## config.mk

```make
export PLATFORM = sky130hd
export DESIGN_NAME = seq_shift_add_mult
export DESIGN_NICKNAME = d
export VERILOG_FILES = /design/src/rtl/mult_pkg.sv /design/src/rtl/mult_add_stage.sv /design/src/rtl/seq_shift_add_mult.sv
export SDC_FILE = /design/constraint.sdc
export NUM_CORES = 1
export LEC_CHECK = 0
export ABC_CLOCK_PERIOD_IN_PS = 4370
export BUFFER_PORTS_ARGS = -buffer_cell sky130_fd_sc_hd__buf_2
export CAP_MARGIN = 20
export CELL_PAD_IN_SITES_DETAIL_PLACEMENT = 2
export CELL_PAD_IN_SITES_GLOBAL_PLACEMENT = 2
export CORE_MARGIN = 8
export CORE_UTILIZATION = 38
export CTS_BUF_LIST = sky130_fd_sc_hd__clkbuf_8
export CTS_CLUSTER_DIAMETER = 60
export DETAILED_ROUTE_END_ITERATION = 8
export PLACE_DENSITY_LB_ADDON = 0.3
export SYNTH_ARGS = -nofsm -noshare
export SYNTH_HDL_FRONTEND = slang
export SYNTH_SLANG_ARGS = --single-unit
```

## constraint.sdc

```tcl
create_clock -name CLK -period 4.37 [get_ports CLK]
set_clock_uncertainty 0.15 [all_clocks]
set_input_delay 0.874 -clock CLK [delete_from_list [all_inputs] [get_ports CLK]]
set_output_delay 0.874 -clock CLK [all_outputs]
set_load 0.05 [all_outputs]
```

## src/rtl/mult_pkg.sv

```systemverilog
// Shared definitions for the sequential shift-add multiplier: operand and
// product widths and the controller state encoding.
package mult_pkg;

    localparam int MULT_WIDTH  = 8;
    localparam int MULT_PWIDTH = 2 * MULT_WIDTH;

    localparam logic [1:0] ST_IDLE = 2'd0;
    localparam logic [1:0] ST_RUN  = 2'd1;
    localparam logic [1:0] ST_DONE = 2'd2;

    typedef enum logic [1:0] {
        S_IDLE = ST_IDLE,
        S_RUN  = ST_RUN,
        S_DONE = ST_DONE
    } state_t;

endpackage

```

## src/rtl/mult_add_stage.sv

```systemverilog
// Combinational WIDTH-bit adder used for the accumulate step A + M.
// The carry out is kept separately so the caller can form a WIDTH+1-bit sum.
module mult_add_stage
    import mult_pkg::*;
#(
    parameter int WIDTH = MULT_WIDTH
) (
    input  logic [WIDTH-1:0] a,
    input  logic [WIDTH-1:0] b,
    output logic [WIDTH-1:0] sum,
    output logic             cout
);

    // Zero-extend both operands by one bit so the carry is captured exactly.
    always_comb begin
        {cout, sum} = {1'b0, a} + {1'b0, b};
    end

endmodule

```

## src/rtl/seq_shift_add_mult.sv

```systemverilog
// Sequential unsigned shift-add multiplier with a start/busy/done handshake.
// One add-and-shift iteration per clock; the double-width product is
// registered and held until the next completion.
// Optional build macro SEQ_MULT_EARLY_TERM_EN: leave RUN as soon as the
// remaining multiplier bits are all zero, finishing the remaining shifts
// in one step. Results are identical to the default build.
module seq_shift_add_mult
    import mult_pkg::*;
#(
    parameter int WIDTH = MULT_WIDTH
) (
    input  logic               CLK,
    input  logic               RESET,
    input  logic               start,
    input  logic [WIDTH-1:0]   multiplicand,
    input  logic [WIDTH-1:0]   multiplier,
    output logic               busy,
    output logic               done,
    output logic [2*WIDTH-1:0] product
);

    localparam int CW = $clog2(WIDTH + 1);

    state_t           state;
    logic [WIDTH-1:0] a_reg;
    logic [WIDTH-1:0] q_reg;
    logic [WIDTH-1:0] m_reg;
    logic [CW-1:0]    count;

    logic [WIDTH-1:0] add_sum;
    logic             add_cout;

    logic             c_next;
    logic [WIDTH-1:0] a_acc;
    logic [WIDTH-1:0] a_shift;
    logic [WIDTH-1:0] q_shift;
    logic             last_iter;

    mult_add_stage #(
        .WIDTH (WIDTH)
    ) u_add (
        .a    (a_reg),
        .b    (m_reg),
        .sum  (add_sum),
        .cout (add_cout)
    );

    // One iteration: conditional accumulate on Q[0], then shift {C,A,Q} right.
    // C is always zero between iterations, so it lives only as c_next here.
    always_comb begin
        if (q_reg[0]) begin
            c_next = add_cout;
            a_acc  = add_sum;
        end else begin
            c_next = 1'b0;
            a_acc  = a_reg;
        end
        a_shift   = {c_next, a_acc[WIDTH-1:1]};
        q_shift   = {a_acc[0], q_reg[WIDTH-1:1]};
        last_iter = (count == CW'(1));
    end

`ifdef SEQ_MULT_EARLY_TERM_EN
    logic [WIDTH-1:0]   pend_mask;
    logic               early_stop;
    logic [2*WIDTH-1:0] early_prod;

    // The low count bits of Q are the multiplier bits still to be consumed;
    // when they are all zero the remaining iterations are pure shifts.
    always_comb begin
        pend_mask = '0;
        for (int i = 0; i < WIDTH; i++) begin
            if (i < int'(count)) begin
                pend_mask[i] = 1'b1;
            end
        end
        early_stop = ((q_reg & pend_mask) == '0);
        early_prod = {a_reg, q_reg} >> count;
    end
`endif

    // Controller, datapath registers and registered handshake outputs.
    always_ff @(posedge CLK) begin
        if (RESET) begin
            state   <= S_IDLE;
            busy    <= 1'b0;
            done    <= 1'b0;
            product <= '0;
            a_reg   <= '0;
            q_reg   <= '0;
            m_reg   <= '0;
            count   <= '0;
        end else begin
            case (state)
                S_IDLE: begin
                    done <= 1'b0;
                    if (start) begin
                        m_reg <= multiplicand;
                        q_reg <= multiplier;
                        a_reg <= '0;
                        count <= CW'(WIDTH);
                        busy  <= 1'b1;
                        state <= S_RUN;
                    end
                end

                S_RUN: begin
`ifdef SEQ_MULT_EARLY_TERM_EN
                    if (early_stop) begin
                        product <= early_prod;
                        count   <= '0;
                        busy    <= 1'b0;
                        done    <= 1'b1;
                        state   <= S_DONE;
                    end else
`endif
                    begin
                        a_reg <= a_shift;
                        q_reg <= q_shift;
                        count <= count - CW'(1);
                        if (last_iter) begin
                            product <= {a_shift, q_shift};
                            busy    <= 1'b0;
                            done    <= 1'b1;
                            state   <= S_DONE;
                        end
                    end
                end

                S_DONE: begin
                    done  <= 1'b0;
                    state <= S_IDLE;
                end

                default: begin
                    busy  <= 1'b0;
                    done  <= 1'b0;
                    state <= S_IDLE;
                end
            endcase
        end
    end

endmodule

```

; ---- After elaboration in Yosys (flattened, before gate mapping)
; Index checks and enable logic that the tools add are counted.
[word_totals]
input_bits = 19
out_inout_bits = 18
reg_bits = 48
[op_classes]
bitwise_logic = 2
n_eq_ne = 5
muxes = 14
n_addsub = 2
reduce_logical = 8
[ops]
columns = operator, n
row1 = $pmux W8 S2, 2
row2 = $mux W8, 3
row3 = $add A8 B8 Y9, 1
row4 = $pmux W4 S2, 1
row5 = $reduce_and A2 Y1, 4
row6 = $eq A4 B1 Y1 const B, 1
row7 = $mux W2, 2
row8 = $mux W4, 1
row9 = $ne A2 B2 Y1 const B, 2
row10 = $pmux W2 S2, 1
row11 = $sub A4 B1 Y4 const B, 1
row12 = $mux W1, 3
row13 = $pmux W1 S3, 1
row14 = $reduce_and A3 Y1, 1
row15 = $eq A2 B1 Y1 const B, 1
row16 = $eq A2 B2 Y1 const B, 1
row17 = $logic_not A2 Y1, 1
row18 = $not A1 Y1, 2
row19 = $reduce_bool A2 Y1, 1
row20 = $reduce_or A2 Y1, 1

; ---- Longest topological paths before layout
[depth]
ltp_word = 3
depth_mapped = 8

; ---- By module
; From an unflattened synthesis, not the netlist that was laid out.
[unflattened]
hier_cells = 262
area_unflattened_um2 = 2347.3
[modules_own_cells]
columns = mod, n_inst, seq_area_each_um2, area_per_inst_um2, cells_each
row1 = seq_shift_add_mult, 1, 960.9, 2023.2, 220
row2 = mult_add_stage, 1, 0.0, 324.1, 42

; ---- Worst setup path before layout
; Ideal clock, no wire load.
[synth_timing]
path_type = in2reg
start = input start
end = register a_reg[6]
path_buffers = 1
stages = 6
path_slack_ns = 2.341
setup_ns = 0.122
arrival_ns = 1.757
required_time_ns = 4.098
path_cell_list = buf_2 > nor2_1 > nor2_2 > nor2_2 > o2bb2a_1 > o21ai_0
[synth_between]
elab_chain_len = 2
[synth_lines]
columns = item, line_no
row1 = start: declaration, seq_shift_add_mult.sv:14  ; input logic start,
row2 = $ne A2 B2 Y1 (no line), --
row3 = $reduce_and A2 Y1 (no line), --
row4 = end signal: assignment, seq_shift_add_mult.sv:118  ; a_reg <= a_shift;
row5 = end: declaration, seq_shift_add_mult.sv:25  ; logic [WIDTH-1:0] a_reg;
; Every way passes these cells.
; A chain may end at the register's enable or synchronous reset.

; ---- Final worst setup path
[layout_timing]
start = register state[0]
end = register product[11]
[layout_between]
elab_chain_len = 2
[layout_lines]
columns = item, line_no
row1 = start: declaration, seq_shift_add_mult.sv:24  ; state_t state;
row2 = start signal: assignment, seq_shift_add_mult.sv:85  ; state <= S_IDLE;
row3 = start signal: assignment, seq_shift_add_mult.sv:103  ; state <= S_RUN;
row4 = start signal: assignment, seq_shift_add_mult.sv:125  ; state <= S_DONE;
row5 = $eq A2 B1 Y1, seq_shift_add_mult.sv:94  ; case (state)
row6 = $reduce_and A2 Y1 (no line), --
row7 = end signal: assignment, seq_shift_add_mult.sv:122  ; product <= {a_shift, q_shift};
row8 = end: declaration, seq_shift_add_mult.sv:19  ; output logic [2*WIDTH-1:0] product
; Every way passes these cells.

==> flow_summary_export.csv <==
group,metric,value,unit
power_and_ir_drop,combPwrFrac,0.145,
route,viasPerCell,5.40,
logic_synthesis,post_synth_most_frequent_cells,"sky130_fd_sc_hd__dfxtp_1, sky130_fd_sc_hd__nor2_1, sky130_fd_sc_hd__nand2_1",
power_and_ir_drop,power_leakage,1.13,nW
place,place_congestion,0.760,
layout,drive_above_1_share,0.226,
layout,n_antenna_cell,0,
setup_path,critical_path_required,4.42,ns
job,maxCapViolations,0,
power_and_ir_drop,power_per_cell_area,362,nW/µm²
die,fp.dieArea,8840,µm²
sta,fmax,398,MHz
logic_synthesis,syn_avg_cell_area,8.96,µm²
setup_path,worst_setup_path_start_kind,"flip-flop",
clock_network,worstSkewPairLatency,0.30,ns
setup_path,critPathMaxFanout,20,
logic_synthesis,postSynth.topFlopCell,"sky130_fd_sc_hd__dfxtp_1",
die,fp-row-count,28,
route,num_vias,1956,
sta,slew_violations,0,
setup_path,cp_data_arrival_time,2.56,ns
die,core,5890,µm²
logic_synthesis,synth_largest_area_cell,"sky130_fd_sc_hd__dfxtp_1",
sta,worst_pin_slew,0.695,ns
power_and_ir_drop,p_clk_frac,0.341,
clock_network,ctsRootBufferMaster,"sky130_fd_sc_hd__clkbuf_8",
die,io-pin-count,37,
clock_network,clock_sink_count,48,
run_status,run_status,"finished, final reports clean",
logic_synthesis,synth_async_sr_flop_share,0,
min_path,hold_path.class,"flip-flop to flip-flop",
clock_network,holdBufCountCts,0,
clock_network,worst_setup_hold_path_clk_slew,0.09,ns
layout,final-seq-area,961,µm²
die,initial_utilization,0.393,
sta,layout_worst_path_cycle_share,0.575,
global_routing,largest_net_degree_at_the_start_of_global_routing,27,
clock_network,htreeDepth,2,
logic_synthesis,yosys_warnings,0,
place,postPlaceCellArea,2500,µm²
layout,largest_register_ffs,16,
clock_network,cts_buffer_depth,2,
clock_network,cts.repair.resized,0,
global_routing,globalRouteTotalUtil,0.156,
layout,multiInputGateArea,1240,µm²
power_and_ir_drop,power.switching,261,µW
layout,layout.nets,316,
logic_synthesis,synth-edff-count,0,
sta,setup_viol_count_final,0,
power_and_ir_drop,power.total,944,µW
power_and_ir_drop,cell_internal_pwr,683,µW
logic_synthesis,synth.most_common_cell,"sky130_fd_sc_hd__dfxtp_1",
die,die_height,94.0,µm
route,routed_wirelength,6590,µm
sta,grt_setup_unrepaired,"false",
logic_synthesis,synth_cell_type_count,46,
route,wl_per_cell,18.2,µm
global_routing,grt.overflow.total,0,
setup_path,rr_worst_depth,4,
route,detailedRoute.firstPassIterationCount,4,
power_and_ir_drop,vdd.ir_drop.worst,0.147,mV
global_routing,vias_in_the_first_global_route,2175,
power_and_ir_drop,seq_power_share,0.514,
logic_synthesis,area_of_the_mapped_netlist,2310,µm²
route,remaining_drc_errors,0,
sta,report.final.hold_viol_count,0,
route,drt.antenna.violating_nets,0,
logic_synthesis,syn-num-nets,288,
route,detail_route.iter0.violations,85,
power_and_ir_drop,netSwitchingFraction,0.276,
logic_synthesis,netlist_instances,258,
setup_path,timing.critical_path.to_type,"flip-flop",
logic_synthesis,synth_top_cells_by_area,"sky130_fd_sc_hd__dfxtp_1, sky130_fd_sc_hd__nor2_1, sky130_fd_sc_hd__a21oi_1",
layout,fillCellCount,687,
place,dpl.hpwl,4750,µm
sta,finalHoldWorstSlack,0.312,ns
clock_network,cts_tree,"built",
clock_network,cts_inserted_buffers,5,
global_routing,antenna_found_initial,0,
min_path,timing.hold.worst_path_depth,2,
layout,regMostFlops,"product",
sta,min_period,2.51,ns
die,die_width,94.0,µm
layout,finish.instance_area,2610,µm²
place,buffer_ports.inserted,36,
sta,timing.setup.tns,0,ns
clock_network,cts_setup_buffers,0,
layout,flow.area_growth_from_synthesis,12.7,%
setup_path,crit_type,"flip-flop to flip-flop",
sta,worst_slew_margin_rel,0.536,
logic_synthesis,yosys_register_bits,48,
global_routing,grt_pass1_wl,10900,µm
logic_synthesis,synth-seq-area-share,0.416,
logic_synthesis,synth_largest_type_area_fraction,0.416,
==> routing by layer <==
layer,GRT usage,vias up,part of all wire
li1,-,957,-
met1,0.182,962,0.45
met2,0.274,31,0.50
met3,0.0400,6,0.037
met4,0.0396,0,0.0091
met5,0,-,0
==> logic make-up after synthesis <==
logic type               synth area share
AND/OR/NAND/NOR                     0.207
AO/OA/AOI/OAI                       0.201
flip-flops                          0.416
buffers and inverters              0.0498
multiplexers                       0.0568
adder cells (fa/ha/maj)            0.0628
XOR/XNOR                          0.00758
==> worst paths after layout <==
check / start / end / slack (ns)
worst max register to register: state[0]$_SDFFE_PP0P_ / product[11]$_SDFFE_PP0P_ / 1.86
worst max-delay path: state[0]$_SDFFE_PP0P_ / product[11]$_SDFFE_PP0P_ / 1.86
worst min register to register: product[1]$_SDFFE_PP0P_ / product[1]$_SDFFE_PP0P_ / 0.31
worst min-delay path: product[1]$_SDFFE_PP0P_ / product[1]$_SDFFE_PP0P_ / 0.31
==> power groups by stage <==
| stage | clock [mW] | combinational, mW | sequential, mW |
|---|---|---|---|
| floorplan | 0 | 0.102 | 0.492 |
| global placement | 0 | 0.130 | 0.494 |
| detailed placement | 0 | 0.136 | 0.496 |
| CTS | 0.330 | 0.139 | 0.486 |
| global route | 0.344 | 0.150 | 0.489 |
| finish | 0.322 | 0.137 | 0.485 |
==> through the flow <==
step,std cells,util,setup slack (ns)
global route,362,0.443,1.64
detailed placement,354,0.424,1.79
CTS,362,0.443,1.84
floorplan,258,-,2.34
finish,362,0.443,1.86
global placement,354,0.424,1.84
==> layout make-up <==
class | instances | share of cell area
Sequential cell | 48 | 0.369
Timing Repair Buffer | 36 | 0.0692
Inverter | 7 | 0.0101
Multi-Input combinational cell | 188 | 0.475
Clock buffer | 5 | 0.0264
Tap cell | 75 | 0.0360
Clock inverter | 3 | 0.0149
==> critical path, stage by stage (launching register included) <==
cell	delay (ns)
sky130_fd_sc_hd__dfxtp_1	0.73
sky130_fd_sc_hd__nor2b_4	0.41
sky130_fd_sc_hd__and3_1	0.66
sky130_fd_sc_hd__nor2_1	0.18
sky130_fd_sc_hd__a22o_1	0.27
==> placed cells by master (no fill, tap or decap), drive strengths merged, types with 8 or more instances in the layout <==
master and n:
buf 36, mux2i 12, a21oi 26, ha 10, o221a 8, nand2 28
dfxtp 48, nor2b 9, nor2 38, inv 8, o21ai 11
No activity file was read; power rests on OpenSTA's default activity.
